--- config.mk ---
export PLATFORM = sky130hd
export DESIGN_NAME = sync_fifo_flex_flat
export DESIGN_NICKNAME = d
export VERILOG_FILES = /design/src/rtl/sync_fifo_flex_if.sv /design/src/rtl/sync_fifo_flex.sv /design/src/flat_wrapper.sv
export SDC_FILE = /design/constraint.sdc
export NUM_CORES = 1
export LEC_CHECK = 0
export ABC_CLOCK_PERIOD_IN_PS = 3900
export BUFFER_PORTS_ARGS = -buffer_cell sky130_fd_sc_hd__buf_2
export CAP_MARGIN = 40
export CORE_ASPECT_RATIO = 1.75
export CORE_MARGIN = 3
export CORE_UTILIZATION = 63
export DETAILED_ROUTE_END_ITERATION = 6
export PLACE_DENSITY = 0.84
export SKIP_CTS_REPAIR_TIMING = 1
export SLEW_MARGIN = 20
export SYNTH_ARGS = -nofsm -noshare
export SYNTH_HDL_FRONTEND = slang
export SYNTH_SLANG_ARGS = --single-unit
--- constraint.sdc ---
create_clock -name clk -period 3.9 [get_ports clk]
set_input_delay 0.78 -clock clk [delete_from_list [all_inputs] [get_ports clk]]
set_output_delay 0.78 -clock clk [all_outputs]
set_load 0.03 [all_outputs]
--- src/rtl/sync_fifo_flex_if.sv ---
// sync_fifo_flex_if: producer/consumer handshake and status bundle for sync_fifo_flex
interface sync_fifo_flex_if #(
   parameter int DATA_WIDTH = 8,
   parameter int FIFO_DEPTH = 8
);
   localparam int ADDR_W = $clog2(FIFO_DEPTH);
   logic                  wr;
   logic [DATA_WIDTH-1:0] wdata;
   logic                  rd;
   logic                  err_clr;
   logic [DATA_WIDTH-1:0] rdata;
   logic                  valid;
   logic                  empty;
   logic                  full;
   logic                  almost_empty;
   logic                  almost_full;
   logic [ADDR_W:0]       count;
   logic                  overflow;
   logic                  underflow;
   modport master (
      output wr, wdata, rd, err_clr,
      input  rdata, valid, empty, full, almost_empty, almost_full, count, overflow, underflow
   );
   modport slave (
      input  wr, wdata, rd, err_clr,
      output rdata, valid, empty, full, almost_empty, almost_full, count, overflow, underflow
   );
endinterface

--- src/rtl/sync_fifo_flex.sv ---
// sync_fifo_flex: single-clock FIFO with occupancy, thresholds, standard/FWFT read and error flags
module sync_fifo_flex #(
   parameter int DATA_WIDTH = 8,
   parameter int FIFO_DEPTH = 8,
   parameter int AF_LEVEL   = 6,
   parameter int AE_LEVEL   = 2,
   parameter bit FWFT       = 1'b0,
   parameter bit STICKY_ERR = 1'b0
) (
   input logic             clk,
   input logic             rst_n,
   sync_fifo_flex_if.slave bus
);
   localparam int ADDR_W = $clog2(FIFO_DEPTH);
   localparam logic [ADDR_W:0] DEPTH = (ADDR_W+1)'(FIFO_DEPTH);
   localparam logic [ADDR_W:0] AF    = (ADDR_W+1)'(AF_LEVEL);
   localparam logic [ADDR_W:0] AE    = (ADDR_W+1)'(AE_LEVEL);
   logic [DATA_WIDTH-1:0] mem [FIFO_DEPTH];
   logic [ADDR_W:0]       wr_ptr_q, wr_ptr_d, rd_ptr_q, rd_ptr_d, count_q, count_d;
   logic [DATA_WIDTH-1:0] rdata_q, rdata_d;
   logic                  valid_q, valid_d, ovf_q, ovf_d, unf_q, unf_d;
   logic                  empty, full, rd_ok, wr_ok, ovf_ev, unf_ev;
   logic [DATA_WIDTH-1:0] head;
   assign empty  = count_q == '0;
   assign full   = count_q == DEPTH;
   assign rd_ok  = bus.rd & !empty;
   assign wr_ok  = bus.wr & (!full | rd_ok);
   assign ovf_ev = bus.wr & !wr_ok;
   assign unf_ev = bus.rd & empty;
   assign head   = mem[rd_ptr_q[ADDR_W-1:0]];
   // Next state: pointers/count advance only on accepted ops; error flags pulse or latch until cleared
   always_comb begin
      wr_ptr_d = wr_ptr_q + (ADDR_W+1)'(wr_ok);
      rd_ptr_d = rd_ptr_q + (ADDR_W+1)'(rd_ok);
      count_d  = count_q + (ADDR_W+1)'(wr_ok) - (ADDR_W+1)'(rd_ok);
      rdata_d  = rd_ok ? head : rdata_q;
      valid_d  = rd_ok;
      ovf_d    = STICKY_ERR ? (ovf_ev | (ovf_q & !bus.err_clr)) : ovf_ev;
      unf_d    = STICKY_ERR ? (unf_ev | (unf_q & !bus.err_clr)) : unf_ev;
   end
   // State registers; reset empties the FIFO at once
   always_ff @(posedge clk or negedge rst_n) begin
      if (!rst_n) begin
         wr_ptr_q <= '0;
         rd_ptr_q <= '0;
         count_q  <= '0;
         rdata_q  <= '0;
         valid_q  <= 1'b0;
         ovf_q    <= 1'b0;
         unf_q    <= 1'b0;
      end else begin
         wr_ptr_q <= wr_ptr_d;
         rd_ptr_q <= rd_ptr_d;
         count_q  <= count_d;
         rdata_q  <= rdata_d;
         valid_q  <= valid_d;
         ovf_q    <= ovf_d;
         unf_q    <= unf_d;
      end
   end
   // Storage array, deliberately not reset
   always_ff @(posedge clk) begin
      if (wr_ok) mem[wr_ptr_q[ADDR_W-1:0]] <= bus.wdata;
   end
   assign bus.rdata        = FWFT ? head : rdata_q;
   assign bus.valid        = FWFT ? !empty : valid_q;
   assign bus.empty        = empty;
   assign bus.full         = full;
   assign bus.almost_empty = count_q <= AE;
   assign bus.almost_full  = count_q >= AF;
   assign bus.count        = count_q;
   assign bus.overflow     = ovf_q;
   assign bus.underflow    = unf_q;
endmodule

--- src/flat_wrapper.sv ---
// flat-port wrapper written by rule: the top's interface ports become plain ports
module sync_fifo_flex_flat 
#(
   parameter int DATA_WIDTH = 8,
   parameter int FIFO_DEPTH = 8,
   parameter int AF_LEVEL   = 6,
   parameter int AE_LEVEL   = 2,
   parameter bit FWFT       = 1'b0,
   parameter bit STICKY_ERR = 1'b0
)
  (clk, rst_n, bus_wr, bus_wdata, bus_rd, bus_err_clr, bus_rdata, bus_valid, bus_empty, bus_full, bus_almost_empty, bus_almost_full, bus_count, bus_overflow, bus_underflow);
  sync_fifo_flex_if #(.DATA_WIDTH(DATA_WIDTH), .FIFO_DEPTH(FIFO_DEPTH)) bus_i ();
  input logic clk;
  input logic rst_n;
  input wire logic [$bits(bus_i.wr)-1:0] bus_wr;
  input wire logic [$bits(bus_i.wdata)-1:0] bus_wdata;
  input wire logic [$bits(bus_i.rd)-1:0] bus_rd;
  input wire logic [$bits(bus_i.err_clr)-1:0] bus_err_clr;
  output wire logic [$bits(bus_i.rdata)-1:0] bus_rdata;
  output wire logic [$bits(bus_i.valid)-1:0] bus_valid;
  output wire logic [$bits(bus_i.empty)-1:0] bus_empty;
  output wire logic [$bits(bus_i.full)-1:0] bus_full;
  output wire logic [$bits(bus_i.almost_empty)-1:0] bus_almost_empty;
  output wire logic [$bits(bus_i.almost_full)-1:0] bus_almost_full;
  output wire logic [$bits(bus_i.count)-1:0] bus_count;
  output wire logic [$bits(bus_i.overflow)-1:0] bus_overflow;
  output wire logic [$bits(bus_i.underflow)-1:0] bus_underflow;
  assign bus_i.wr = bus_wr;
  assign bus_i.wdata = bus_wdata;
  assign bus_i.rd = bus_rd;
  assign bus_i.err_clr = bus_err_clr;
  assign bus_rdata = bus_i.rdata;
  assign bus_valid = bus_i.valid;
  assign bus_empty = bus_i.empty;
  assign bus_full = bus_i.full;
  assign bus_almost_empty = bus_i.almost_empty;
  assign bus_almost_full = bus_i.almost_full;
  assign bus_count = bus_i.count;
  assign bus_overflow = bus_i.overflow;
  assign bus_underflow = bus_i.underflow;
  sync_fifo_flex #(.DATA_WIDTH(DATA_WIDTH), .FIFO_DEPTH(FIFO_DEPTH), .AF_LEVEL(AF_LEVEL), .AE_LEVEL(AE_LEVEL), .FWFT(FWFT), .STICKY_ERR(STICKY_ERR)) u_core (.clk(clk), .rst_n(rst_n), .bus(bus_i));
endmodule
* After elaboration in Yosys (flattened, before gate mapping)
Memory sizes are Yosys's and may differ from the RTL's. A register that Yosys moved wholly into a read port is not among the register bits.
Index checks and enable logic that the tools add are counted.
** Storage, ports and cells
- Register bits after elaboration :: 15
- Memory bits (writable) :: 64
- Input port bits :: 13
- Output and inout port bits :: 19
- Logic and storage cells :: 26
- Memories kept :: 1
** Operators by class
- Add/sub/neg operators :: 4
- $lt $le $gt $ge :: 2
- Equal/unequal tests :: 1
- Muxes and demuxes :: 2
- Bitwise operators :: 5
- Reduce and logical (&&, ||, !) cells :: 5
** Memories
- u_core.mem :: words 8, width 8, read ports 1, clocked after memory_dff 1, write ports 1, line sync_fifo_flex.sv:18 : logic [DATA_WIDTH-1:0] mem [FIFO_DEPTH];
** Operators by type and width (count)
- 4-bit by 1-bit adder with 4-bit output :: 3
- 1-bit AND :: 4
- 4-bit equality test, second input constant :: 1
- 4-bit by 3-bit >= comparator with 1-bit output, second input constant :: 1
- 4-bit by 2-bit less-or-equal comparator with 1-bit output, second input constant :: 1
- 1-bit zero test :: 4
- 4-bit zero test :: 1
- 4-bit by 1-bit subtractor with 4-bit output :: 1
- 1-bit two-way mux :: 2
- 1-bit OR :: 1

* Depth between registers and ports, before layout
- Depth after elaboration :: 7
- Gate-level depth with buffers :: 12
- Mapped depth without buffers :: 11

* Least setup slack after synthesis
OpenSTA, ideal clock, no wires.
- Kind :: reg2reg
- From :: reg u_core.count_q[2] (netlist: u_core.bus.count[2])
- To :: reg u_core.count_q[2] (netlist: u_core.bus.count[2])
- Setup time :: 0.123 ns
- Arrival time :: 2.441 ns
- Data required time :: 3.777 ns
- Slack :: 1.337 ns
- Cell stages (with the launch flop) :: 13
- Path buffers :: 1
- Period minus slack after synthesis :: 2.563 ns
- Cell sequence :: dfrtp_1 > inv_1 > ha_1 > nor3b_1 > nand2b_1 > buf_2 > inv_1 > ha_1 > inv_1 > ha_1 > inv_1 > fa_1 > xnor2_1
** Between the ends
- Longest elaborated chain between the ends :: 7
- Elaborated cells on any way between the ends :: 9
- Those cells by class :: add/sub: 2; eq/ne: 1; bitwise: 3; reduce/logical: 3
** RTL lines
- start: declaration :: line sync_fifo_flex.sv:19 : logic [ADDR_W:0] wr_ptr_q, wr_ptr_d, rd_ptr_q, rd_ptr_d, count_q, count_d;
- start signal: assignment :: line sync_fifo_flex.sv:54 : count_q <= count_d;
- 4-bit zero test * :: line sync_fifo_flex.sv:24 : assign empty = count_q == '0;
- 1-bit zero test * :: line sync_fifo_flex.sv:26 : assign rd_ok = bus.rd & !empty;
- 1-bit AND * :: line sync_fifo_flex.sv:26
- via u_core.rd_ok :: line sync_fifo_flex.sv:22 : logic empty, full, rd_ok, wr_ok, ovf_ev, unf_ev;
- 1-bit OR :: line sync_fifo_flex.sv:27 : assign wr_ok = bus.wr & (!full | rd_ok);
- 1-bit AND :: line sync_fifo_flex.sv:27
- 4-bit by 1-bit adder with 4-bit output :: line sync_fifo_flex.sv:35 : count_d = count_q + (ADDR_W+1)'(wr_ok) - (ADDR_W+1)'(rd_ok);
- 4-bit by 1-bit subtractor with 4-bit output * :: line sync_fifo_flex.sv:35
- via u_core.count_d[2] :: line sync_fifo_flex.sv:19
Mark *: on every way through the listed nets, which the timed path passes. The rest lies on a longest branch.

* Final worst setup path
- From :: reg u_core.count_q[2] (netlist: u_core.bus.count[2])
- To :: out bus_empty
** Between the ends
- Longest elaborated chain between the ends :: 1
** RTL lines
- 4-bit zero test :: line sync_fifo_flex.sv:24
- end: declaration :: line flat_wrapper.sv:21 : output wire logic [$bits(bus_i.empty)-1:0] bus_empty;
Every way passes these cells.

==> metrics.cfg <==
[drt]
via_per_inst=5.794
top_layer=met4
routed_wl_um=6831
met3WireLength_um=429
drc_errors=0
routed-wl-met2_um=3735
drt-initial-drc-count=167
vias=1970
wl_per_cell_um=20.09
ant_nets=0
m1WireLength_um=2426
drtPass1Iterations=4

[grt]
grt_pass1_wl_um=10680
grt_max_degree=33
grt_pass1_vias=2066
antenna_found_initial=0
grt_use_total_pct=22.25
overflow=0

[sta]
finalHoldViolCount=0
skew_ns=0.01015
min_period_ns=2.598
finalSetupViolCount=0
drv_slew=0
relSlewSlack_pct=52.08
rsz0062_at_grt=false
fin_setup_tns_ns=0
fin_ws_ns=1.302
period_share_pct=66.62
fmax_ghz=0.3849
worstMarginPinSlew_ns=0.7173

[clocking]
root_buffer=clkbuf_8
cts_tree=yes
clk_latency_ns=0.34
cts_buffer_depth=2
path_clk_slew_ns=0.08
cts_sinks=85
cts_buffers=9
h-tree-depth=3

[placed_design]
gp_congestion=0.7842
placed_area_mm2=0.003776
dpl.cell_count=322
portBuffers=30
dp_hpwl_um=4493
dpl_worst_slack_ns=1.464

[synthesis]
synth-simple-area-share_pct=3.393
ys_seq_area_share_pct=69.14
synth_top_family_by_area=multiplexers
synthMuxAreaShare_pct=9.615
synthTopCellsByArea=edfxtp_1, dfrtp_1, mux2_2
netlist_area_mm2=0.003540
synth_cell_types=34
synth_largest_area_cell=edfxtp_1
ys_ff_latch=85
synth_warnings=0
synth_edf_count=64
synth_compound_area_share_pct=8.342
synth_xor_xnor_area_share_pct=0.9897
syn-num-nets=244
synth_fa_ha_area_share_pct=5.161
ys.flop_type=edfxtp_1
synthArstFlopShare_pct=24.71
netlist_top_cells_count=edfxtp_1, dfrtp_1, mux2_2, mux2i_1, ha_1
synth.top_cell.area_share_pct=54.29
synth_cells=217
yosysMostFrequentCell=edfxtp_1
syn_avg_cell_area_um2=16.31

[floorplan]
fp.dieH_um=105.2
fp.dieW_um=62.66
io_pins=32
fp-row-count=35
coreArea_mm2=0.005343
die_area_mm2=0.006589
initial_core_util_pct=66.25

[critical_path]
r2r_start=u_core.bus.count[2]
crit_start=u_core.bus.count[2]
critical_path.endpoint_type=output pin
cp.arrival_ns=1.82
crit_type=register to output pin
cp-start-kind=register
worstPathMaxFanout=10
required_ns=3.12

[final_layout]
instances_no_fill=340
fin_nets=288
final_area_mm2=0.003958
area_growth_pct=11.81
drive_gt1_share_pct=28.57
n_antenna_cell=0

[pwr]
p_total_mw=2.973
p_per_area_mw_per_mm2=751.3
ir_drop_v=0.0005025
p_leak_nw=1.588

[worst_hold_path]
hold_path.class=primary input to asynchronous set/reset pin

[run_status]
status=completed

[flow_run]
cap_violations=0

==> sequential cells by signal, indices dropped and copies added, names as in the netlist <==
name	count
u_core.wr_ptr_q	3
u_core.mem	64
u_core.bus.count	4
u_core.bus.valid	1
u_core.bus.underflow	1
u_core.rd_ptr_q	3
u_core.bus.overflow	1
u_core.bus.rdata	8
==> critical path, stage by stage (launching register included) <==
cell and delay (ns):
dfrtp_1 0.43, inv_1 0.16, ha_1 0.21, nor3b_1 0.23, buf_4 0.23, buf_2 0.22
==> placed cells by master (no fill, tap or decap), types with 2 or more instances in the layout <==
master and count:
mux2i_1 16, o31ai_2 5, xor2_1 3, edfxtp_1 64, o211ai_1 2, nor3_1 2, nand2b_1 4, o21ai_0 9
buf_2 30, clkbuf_8 9, nor2b_1 2, ha_1 13, dfrtp_1 21, buf_4 11, a22o_1 8, nor2_1 7
mux2_2 16, o31ai_1 3, clkinv_4 2, clkbuf_1 2, o22ai_1 8, inv_1 12, nand2_1 4
==> layout make-up <==
| cell class | instances | area [um2] |
|---|---|---|
| fill | 382 | 1385 |
| tap | 74 | 92.59 |
| sequential | 85 | 2447 |
| multi-input combinational | 112 | 973.4 |
| timing repair buffer | 41 | 232.7 |
| inverter | 12 | 45.04 |
| clock inverter | 5 | 35.03 |
| clock buffer | 11 | 131.4 |
==> kinds of logic after synthesis <==
kind of cell,Yosys count
flip-flops,85
AO/OA/AOI/OAI,39
multiplexers,32
AND/OR/NAND/NOR,23
buffers and inverters,20
adder cells (fa/ha/maj),14
XOR/XNOR,4
==> through the flow <==
| stage | hold WS [ns] | utilization, % |
|---|---|---|
| final | 0.4067 | 74.07 |
| after detailed placement | 0.4908 | 70.68 |
| after CTS | 0.4144 | 73.79 |
| after global placement | 0.4794 | 70.12 |
| after global routing | 0.4190 | 74.07 |
| after floorplan | 0.4844 | - |
==> routing by layer <==
layer  vias up  track usage [%]
li1        906                -
met1       963            25.53
met2        84            39.11
met3        17            4.194
met4         0            11.22
met5         -                0
==> final timing paths <==
check	cells past startpoint	endpoint	slack (ns)
setup / recovery	5	bus_empty	1.30
hold / removal	1	u_core.wr_ptr_q[2]	0.41
setup reg to reg	11	u_core.bus.count[1]	1.48
hold reg to reg	1	u_core.rd_ptr_q[0]	0.51
max in group asynchronous	1	u_core.bus.count[0]	3.13
min in group clk	1	u_core.rd_ptr_q[0]	0.51
==> report_power, final <==
| group | total [mW] | switching [mW] | internal [mW] |
|---|---|---|---|
| clock | 0.519 | 0.287 | 0.233 |
| combinational | 1.16 | 0.713 | 0.443 |
| sequential | 1.30 | 0.114 | 1.18 |
No activity file was read; power rests on OpenSTA's default activity.
